<file path="src/rtl/duck_pkg.sv">
// Shared types and constants for the duck sprite path: animation states,
// ROM frame numbers, the transparent colour key and the sprite ROM address width.
package duck_pkg;

  typedef enum logic [1:0] {
    FLY  = 2'd0,
    SHOT = 2'd1,
    FALL = 2'd2
  } anim_state_e;

  localparam logic [2:0] FR_FLAP0 = 3'd0;
  localparam logic [2:0] FR_FLAP1 = 3'd1;
  localparam logic [2:0] FR_FLAP2 = 3'd2;
  localparam logic [2:0] FR_SHOT  = 3'd3;
  localparam logic [2:0] FR_FALL0 = 3'd4;
  localparam logic [2:0] FR_FALL1 = 3'd5;

  // Six 32x32 frames of 4-bit pixels.
  localparam int ROM_AW = 13;

  // Background key colours drawn by the artist; these are never opaque.
  function automatic logic is_transparent(input logic [3:0] idx);
    return (idx == 4'd0) || (idx == 4'd5) || (idx == 4'd10) || (idx == 4'd14);
  endfunction

endpackage

</file>
<file path="src/rtl/duck_anim_fsm.sv">
// Duck flap/shot/fall sequencer. Hit and respawn are latched when they occur
// and only acted on at frame_tick, so the visible frame never changes mid-scan.
module duck_anim_fsm
  import duck_pkg::*;
#(
  parameter int FLAP_DIV  = 8,
  parameter int SHOT_HOLD = 30
) (
  input  logic        vga_clk,
  input  logic        reset,
  input  logic        frame_tick,
  input  logic        duck_hit,
  input  logic        respawn,
  output logic [2:0]  frame,
  output anim_state_e anim_state
);

  localparam int CNT_MAX = (SHOT_HOLD > FLAP_DIV) ? SHOT_HOLD : FLAP_DIV;
  localparam int CNT_W   = (CNT_MAX > 1) ? $clog2(CNT_MAX) : 1;
  localparam logic [CNT_W-1:0] FLAP_LAST = CNT_W'(FLAP_DIV - 1);
  localparam logic [CNT_W-1:0] HOLD_LAST = CNT_W'(SHOT_HOLD - 1);

  anim_state_e      state_q, state_d;
  logic [2:0]       frame_q, frame_d;
  logic [CNT_W-1:0] cnt_q, cnt_d;
  logic             hit_pend_q, hit_pend_d;
  logic             rsp_pend_q, rsp_pend_d;
  logic             hit_eff, rsp_eff;

  assign hit_eff = duck_hit | hit_pend_q;
  assign rsp_eff = respawn  | rsp_pend_q;

  // NOTE: every signal written here gets a default first, so no path can infer a latch.
  always_comb begin
    state_d    = state_q;
    frame_d    = frame_q;
    cnt_d      = cnt_q;
    hit_pend_d = hit_eff;
    rsp_pend_d = rsp_eff;
    if (frame_tick) begin
      hit_pend_d = 1'b0;
      rsp_pend_d = 1'b0;
      if (rsp_eff) begin
        state_d = FLY;
        frame_d = FR_FLAP0;
        cnt_d   = '0;
      end else if (hit_eff && state_q == FLY) begin
        state_d = SHOT;
        frame_d = FR_SHOT;
        cnt_d   = '0;
      end else begin
        unique case (state_q)
          FLY: begin
            if (cnt_q == FLAP_LAST) begin
              cnt_d   = '0;
              frame_d = (frame_q == FR_FLAP2) ? FR_FLAP0 : 3'(frame_q + 3'd1);
            end else begin
              cnt_d = cnt_q + 1'b1;
            end
          end
          SHOT: begin
            if (cnt_q == HOLD_LAST) begin
              state_d = FALL;
              frame_d = FR_FALL0;
              cnt_d   = '0;
            end else begin
              cnt_d = cnt_q + 1'b1;
            end
          end
          FALL: begin
            if (cnt_q == FLAP_LAST) begin
              cnt_d   = '0;
              frame_d = (frame_q == FR_FALL0) ? FR_FALL1 : FR_FALL0;
            end else begin
              cnt_d = cnt_q + 1'b1;
            end
          end
          default: begin
            state_d = FLY;
            frame_d = FR_FLAP0;
            cnt_d   = '0;
          end
        endcase
      end
    end
  end

  // NOTE: state registers use non-blocking assignments so every flop samples pre-edge values.
  always_ff @(posedge vga_clk) begin
    if (reset) begin
      state_q    <= FLY;
      frame_q    <= FR_FLAP0;
      cnt_q      <= '0;
      hit_pend_q <= 1'b0;
      rsp_pend_q <= 1'b0;
    end else begin
      state_q    <= state_d;
      frame_q    <= frame_d;
      cnt_q      <= cnt_d;
      hit_pend_q <= hit_pend_d;
      rsp_pend_q <= rsp_pend_d;
    end
  end

  assign frame      = frame_q;
  assign anim_state = state_q;

endmodule

</file>
<file path="src/rtl/duck_sprite_fetch.sv">
// Duck sprite fetch: hit test, ROM address, 3-cycle pixel pipeline to the palette.
// Optional horizontal mirroring by duck_dir when DUCK_MIRROR_EN is defined.
module duck_sprite_fetch
  import duck_pkg::*;
#(
  parameter int SPR_W     = 32,
  parameter int SPR_H     = 32,
  parameter int FLAP_DIV  = 8,
  parameter int SHOT_HOLD = 30
) (
  input  logic              vga_clk,
  input  logic              reset,
  input  logic              frame_tick,
  input  logic [9:0]        draw_x,
  input  logic [9:0]        draw_y,
  input  logic              blank,
  input  logic [9:0]        duck_x,
  input  logic [9:0]        duck_y,
  input  logic              duck_dir,
  input  logic              duck_hit,
  input  logic              respawn,
  output logic [ROM_AW-1:0] rom_addr,
  input  logic [3:0]        rom_data,
  output logic [3:0]        pix_index,
  output logic              pix_valid,
  output logic [1:0]        anim_state
);

  localparam int CW = $clog2(SPR_W);
  localparam int RW = $clog2(SPR_H);

  logic [2:0]        frame;
  anim_state_e       state;
  logic signed [10:0] rel_x, rel_y;
  logic [CW-1:0]     col;
  logic [RW-1:0]     row;
  logic              inside_c, opaque_c;
  logic [ROM_AW-1:0] addr_c;
  logic              in_s1, in_s2;

  duck_anim_fsm #(
    .FLAP_DIV  (FLAP_DIV),
    .SHOT_HOLD (SHOT_HOLD)
  ) u_fsm (
    .vga_clk    (vga_clk),
    .reset      (reset),
    .frame_tick (frame_tick),
    .duck_hit   (duck_hit),
    .respawn    (respawn),
    .frame      (frame),
    .anim_state (state)
  );

  assign rel_x = $signed({1'b0, draw_x}) - $signed({1'b0, duck_x});
  assign rel_y = $signed({1'b0, draw_y}) - $signed({1'b0, duck_y});

  // Upper bits all zero means non-negative and below the sprite size, so a
  // duck near the right edge never wraps onto column 0.
  assign inside_c = blank && (rel_x[10:CW] == '0) && (rel_y[10:RW] == '0);
  assign row      = rel_y[RW-1:0];

`ifdef DUCK_MIRROR_EN
  // Width is a power of two, so SPR_W-1-rel_x is the bitwise inverse.
  assign col = duck_dir ? ~rel_x[CW-1:0] : rel_x[CW-1:0];
`else
  logic unused_dir;
  assign unused_dir = duck_dir;
  assign col        = rel_x[CW-1:0];
`endif

  assign addr_c = ROM_AW'(frame) * ROM_AW'(SPR_W * SPR_H)
                + ROM_AW'(row) * ROM_AW'(SPR_W)
                + ROM_AW'(col);

  assign opaque_c = in_s2 && !is_transparent(rom_data);

  always_ff @(posedge vga_clk) begin
    if (reset) begin
      rom_addr  <= '0;
      in_s1     <= 1'b0;
      in_s2     <= 1'b0;
      pix_index <= 4'd0;
      pix_valid <= 1'b0;
    end else begin
      rom_addr  <= addr_c;
      in_s1     <= inside_c;
      in_s2     <= in_s1;
      pix_valid <= opaque_c;
      pix_index <= opaque_c ? rom_data : 4'd0;
    end
  end

  assign anim_state = state;

endmodule

</file>
<file path="config.mk">
export PLATFORM = sky130hd
export DESIGN_NAME = duck_sprite_fetch
export DESIGN_NICKNAME = d
export VERILOG_FILES = /design/src/rtl/duck_pkg.sv /design/src/rtl/duck_anim_fsm.sv /design/src/rtl/duck_sprite_fetch.sv
export SDC_FILE = /design/constraint.sdc
export NUM_CORES = 1
export LEC_CHECK = 0
export ABC_AREA = 1
export CAP_MARGIN = 0
export CORE_MARGIN = 2
export CORE_UTILIZATION = 45
export CTS_CLUSTER_DIAMETER = 30
export CTS_CLUSTER_SIZE = 25
export DETAILED_ROUTE_END_ITERATION = 12
export GPL_ROUTABILITY_DRIVEN = 0
export PLACE_DENSITY = 0.79
export SLEW_MARGIN = 15
export SYNTH_ARGS = -nofsm -noshare
export SYNTH_HDL_FRONTEND = slang
export SYNTH_SLANG_ARGS = --single-unit
</file>
<file path="constraint.sdc">
create_clock -name vga_clk -period 2.1 [get_ports vga_clk]
set_input_delay 0.42 -clock vga_clk [delete_from_list [all_inputs] [get_ports vga_clk]]
set_output_delay 0.42 -clock vga_clk [all_outputs]
set_load 0.02 [all_outputs]
</file>
== Word-level counts from Yosys, hierarchy flattened ==
Index checks and enable logic that the tools add are counted.

* Word-level logic and storage cells: 66
* Register bits after elaboration: 32

* $add $sub $neg: 6
* Reduce and logical (&&, ||, !) cells: 17
* Equal/unequal tests: 13
* Muxes and demuxes: 17
* Bitwise logic cells: 3

{| class="wikitable"
|+ Operator list
! cell !! count
|-
| 10-bit by 10-bit subtractor with 11-bit output || 2
|-
| 5-bit two-way mux || 4
|-
| 3-bit two-way mux || 6
|-
| 13-bit by 10-bit adder with 13-bit output || 1
|-
| 13-bit by 5-bit adder with 13-bit output || 1
|-
| 6-bit zero test || 2
|-
| 5-bit case mux with 2 select lines || 1
|-
| 3-bit case mux with 3 select lines || 1
|-
| 4-bit == test, second input constant || 2
|-
| 4-bit by 1-bit != test with 1-bit output, second input constant || 2
|-
| 2-bit two-way mux || 3
|-
| 2-bit OR reduction || 3
|-
| 5-bit by 1-bit adder with 5-bit output, second input constant || 1
|-
| 5-bit by 3-bit == test with 1-bit output, second input constant || 1
|-
| 5-bit == test, second input constant || 1
|-
| 4-bit by 3-bit == test with 1-bit output, second input constant || 1
|-
| 1-bit logical AND || 4
|-
| 4-bit zero test || 1
|-
| 4-bit by 3-bit != test with 1-bit output, second input constant || 1
|-
| 2-bit case mux with 2 select lines || 1
|-
| 4-bit AND reduction || 1
|-
| 3-bit by 1-bit adder with 3-bit output, second input constant || 1
|-
| 3-bit by 2-bit == test with 1-bit output, second input constant || 1
|-
| 3-bit == test, second input constant || 1
|-
| other kinds (10) || 13
|}

== Longest topological paths before layout ==
* Depth in word-level cells: 8
* Gate-level depth with buffers: 15
* Mapped depth without buffers: 15

== Hierarchy ==
Synthesis repeated with hierarchy kept, for this count alone.

* Cell total of the unflattened synthesis: 401
* Area total of the unflattened synthesis: 2497.4 um2

{| class="wikitable"
|+ Modules (own cells, without submodules)
! module !! sequential area each (um2) !! cells each !! area each (um2) !! instances
|-
| duck_sprite_fetch || 400.4 || 284 || 1715.4 || 1
|-
| duck_anim_fsm || 240.2 || 117 || 782.0 || 1
|}

== Worst setup path after synthesis ==
No wires, ideal clock.

* Path kind: input to register
* Start: in draw_x[0]
* End: reg in_s1
* Path buffers: 0
* Cell stages on the path: 15
* Path slack: 0.339 ns
* Data arrival time: 1.649 ns
* Cells stage by stage: inv_1 ha_1 fa_1 inv_1 nand3_1 nand2_1 nand2_1 nand2_1 nand2_1 nand2_1 nor2_1 nand2_1 inv_2 nand2_2 nor2_2

* Cells in the longest elaborated chain, start to end: 4

{| class="wikitable"
|+ RTL lines
! what !! RTL line !! source
|-
| start, declared || duck_sprite_fetch.sv:14 || <nowiki>input logic [9:0] draw_x,</nowiki>
|-
| 10-bit by 10-bit subtractor with 11-bit output || duck_sprite_fetch.sv:54 || <nowiki>assign rel_x = $signed({1'b0, draw_x}) - $signed({1'b0, duck_x});</nowiki>
|-
| 6-bit zero test || duck_sprite_fetch.sv:59 || <nowiki>assign inside_c = blank && (rel_x[10:CW] == '0) && (rel_y[10:RW] == '0);</nowiki>
|-
| 1-bit logical AND (2 in series) || duck_sprite_fetch.sv:59 ||
|-
| end signal, assigned || duck_sprite_fetch.sv:86 || <nowiki>in_s1 <= inside_c;</nowiki>
|-
| end, declared || duck_sprite_fetch.sv:39 || <nowiki>logic in_s1, in_s2;</nowiki>
|}

Every way passes these cells.
A chain may end at the register's enable or synchronous reset.

== Worst setup path in the final report ==
* Start: in duck_x[0]
* End: reg in_s1

* Cells in the longest elaborated chain, start to end: 4

{| class="wikitable"
|+ RTL lines
! what !! RTL line !! source
|-
| start, declared || duck_sprite_fetch.sv:17 || <nowiki>input logic [9:0] duck_x,</nowiki>
|-
| 10-bit by 10-bit subtractor with 11-bit output || duck_sprite_fetch.sv:54 ||
|-
| 6-bit zero test || duck_sprite_fetch.sv:59 ||
|-
| 1-bit logical AND (2 in series) || duck_sprite_fetch.sv:59 ||
|}

Every way passes these cells.

==> metrics <==
placement row count 26; worst setup margin 141.5 ps; startpoint of the most critical hold path in_s1$_SDFF_PP0_; R2R Path Start u_fsm.anim_state[0]$_SDFFE_PP0P_; crit path kind input port to flip-flop; number of antenna-violating nets in the routed design 0; reported max-cap violation count 0; share of Yosys cell area claimed by the top area cell type 0.2657; clock latency on the worst-skew pair 280 ps; overall die height 77.20 µm; Total Negative Setup Slacks 0 ps; Buffers on Ports 69; Worst R2R Setup Slack 430 ps; first-pass GRT wire length 9246 µm; worst path cell trace clkdlybuf4s50_1 > ha_4 > fa_2 > inv_2 > nand3_2 > nand2_2 > nand2_2 > nand3_2 > nand2_1 > nor2_1 > nand2_1 > inv_2 > nand2_2 > nor2_2; number of cells produced by synthesis 376; WL final 5464 µm; number of inserted filler cells in the final layout 500; maximum fanout count along the critical path 3; Synth cell types 30; cell accounting for the most synthesized area dfxtp_1; number of antenna violations at the first check in global routing 0; DRT Pass-1 Iters 5; Total Power Consumption 0.001785 W; Hold Vio Cnt, Final 0; pin count of the biggest net entering global routing 16; starting density of the core 0.4691; crit path launch type input port; Yosys warning total 0; dpl hpwl 4497 µm; leakage dissipation 1.787 nW; largest voltage drop on the vdd net 0.0003260 V; synthesized area divided by synthesized cell count 6.412 µm²; clock tree buffer depth 2; netlist area before placement 0.002411 mm²; WL/cell 10.16 µm; post-layout util 0.6738; arrival time at the worst endpoint 2190 ps; final period utilization 0.9326; CTS root buffer clkbuf_8; remaining design rule violation count 0; status finished, final reports clean; Final min period 1958 ps; aggregate global-route resource usage 0.1836; Crit path buffers/inverters 3; clock-pin slew reported for the worst setup and hold paths after clock tree synthesis 70 ps; synth cell count leaders 89 x nand2_1, 77 x inv_1, 35 x nor2_1, 32 x dfxtp_1; worst endpoint required time 2330 ps; Worst R2R Path Depth 11; Hold Crit Endpoint in_s2$_SDFF_PP0_; top cells by area in the synthesized netlist dfxtp_1 27%, ha_1 14%, nand2_1 14%; total number of H-tree levels 2; Reg-to-Reg End u_fsm.cnt_q[1]$_SDFFE_PP0P_; via density per instance 4.723; kind of path behind the tightest hold check flip-flop to flip-flop; hold depth 2; buffers inserted during post-CTS setup optimization 0; critical path capture point type flip-flop; cell type with the highest occurrence count on the critical path nand2_2; via total after detailed routing 2541; overflow left after global routing 0; # setup viols final 0; timing-limited maximum frequency 510.6 MHz; transition at the pin with the smallest max-transition slack 330.9 ps; growth of design area from synthesis to finish 43.64%; power density over the cells 515.5 mW/mm²; Nets 547; I/O pins 71; Clock Skew 6.432 ps; tightest hold margin 422.2 ps; most used flip-flop cell after synthesis dfxtp_1; TritonCTS sink count 32; normalized max-slew margin 0.7792; synthesized netlist net count 456; Core Footprint 0.005140 mm²; synthesis-stage register bit count 32; slowest stage cell, crit path clkdlybuf4s50_1; cell class contributing the biggest share of worst-path delay simple AND/OR/NAND/NOR gates; DIE WIDTH 77.20 µm; number of max-slew violations in the final report 0; initial drt markers 109; share of flip-flops with an asynchronous set or reset after synthesis 0; setup repair after global routing missed its margin false; part of the Yosys area used for sequential elements 0.2657; layout cells sized above 1 0.1389; number of flops mapped to enable cells by yosys 0; number of global-route vias before repair 2349; TritonCTS clock tree yes; dominant cell by count in the synthesized netlist nand2_1; area enclosed by the die boundary 0.005959 mm²; Post-Place Worst Slack -277.2 ps; CP peak stage delay 450 ps; clock buffer count from CTS 5; number of antenna diodes 0
sequential cells by signal (all words and copies together) (netlist names):
signal            flops
u_fsm.cnt_q           5
pix_index             4
u_fsm.frame           3
u_fsm.rsp_pend_q      1
u_fsm.anim_state      2
in_s1                 1
rom_addr             13
u_fsm.hit_pend_q      1
in_s2                 1
pix_valid             1
cells by family after synthesis:
kind of cell,after synthesis,share of synthesized area
buf+inv,85,0.1328
simple gates,177,0.3191
flops,32,0.2657
fa+ha+maj,29,0.1567
xor+xnor,1,0.003633
compound gates,52,0.1220
through the flow:
stage	area, µm²	std cells
floorplan	2411	376
global placement	3316	530
detailed placement	3316	530
CTS	3408	538
global route	3463	538
finish	3463	538
layout by cell type, fill, tap and decap left out, types with 2 or more instances in the layout:
master and count:
clkdlybuf4s50_1 68, clkinv_2 2, a21oi_2 4, ha_1 25
clkbuf_8 6, nor2_1 35, nand3_2 3, nor3_1 5
o21ai_2 2, nand3_1 24, nand4_1 5, buf_4 19
o21bai_1 2, o21ai_0 12, nor2_2 4, nand2_2 11
inv_2 7, nand2_1 85, fa_2 2, inv_1 74
a21oi_1 25, dfxtp_1 32, o21ai_1 2, o21a_1 2
timing repair:
action | in CTS | in global routing
hold buffers | 0 | 0
gates resized for setup | 0 | 18
setup endpoints to repair | 0 | 1
endpoints found under the hold margin | 0 | 0
worst min-delay path: stages (launching register included):
cell	delay (ps)
dfxtp_1	300
inv_1	40
nor2_1	40
cell type report:
type / count / area, µm² / share of cell area
multi-input cells: 259 / 1503 / 0.4339
repair buffers: 88 / 835.8 / 0.2413
flip-flops and latches: 32 / 640.6 / 0.1850
inverters: 81 / 304.0 / 0.08779
well taps: 70 / 87.58 / 0.02529
clock buffers: 6 / 82.58 / 0.02384
clock inverters: 2 / 10.01 / 0.002890
how the worst max path moves through the flow:
stage | startpoint | end | cells after the start
2_1_floorplan | draw_x[0] | in_s1$_SDFF_PP0_ | 15
3_3_place_gp | draw_y[0] | in_s1$_SDFF_PP0_ | 15
3_5_place_dp | draw_x[0] | in_s1$_SDFF_PP0_ | 13
4_1_cts | draw_x[0] | in_s1$_SDFF_PP0_ | 13
5_1_grt | draw_y[0] | in_s1$_SDFF_PP0_ | 15
6_report | duck_x[0] | in_s1$_SDFF_PP0_ | 14
per-layer routing:
metal	part of all wire	up-vias	wire [µm]	global-route usage
met5	0	-	0	0
met4	0.019	0	102	0.06071
met3	0.030	11	165	0.03059
met2	0.50	50	2730	0.3426
met1	0.45	1125	2466	0.2098
li1	-	1355	-	-
power by group:
| part | switching (W) | internal, W | total, W |
|---|---|---|---|
| clock | 0.000224 | 0.000261 | 0.000485 |
| combinational | 0.000335 | 0.000312 | 0.000646 |
| sequential | 0.0000145 | 0.000640 | 0.000654 |
Note: power is estimated with default switching activity, not from simulation.
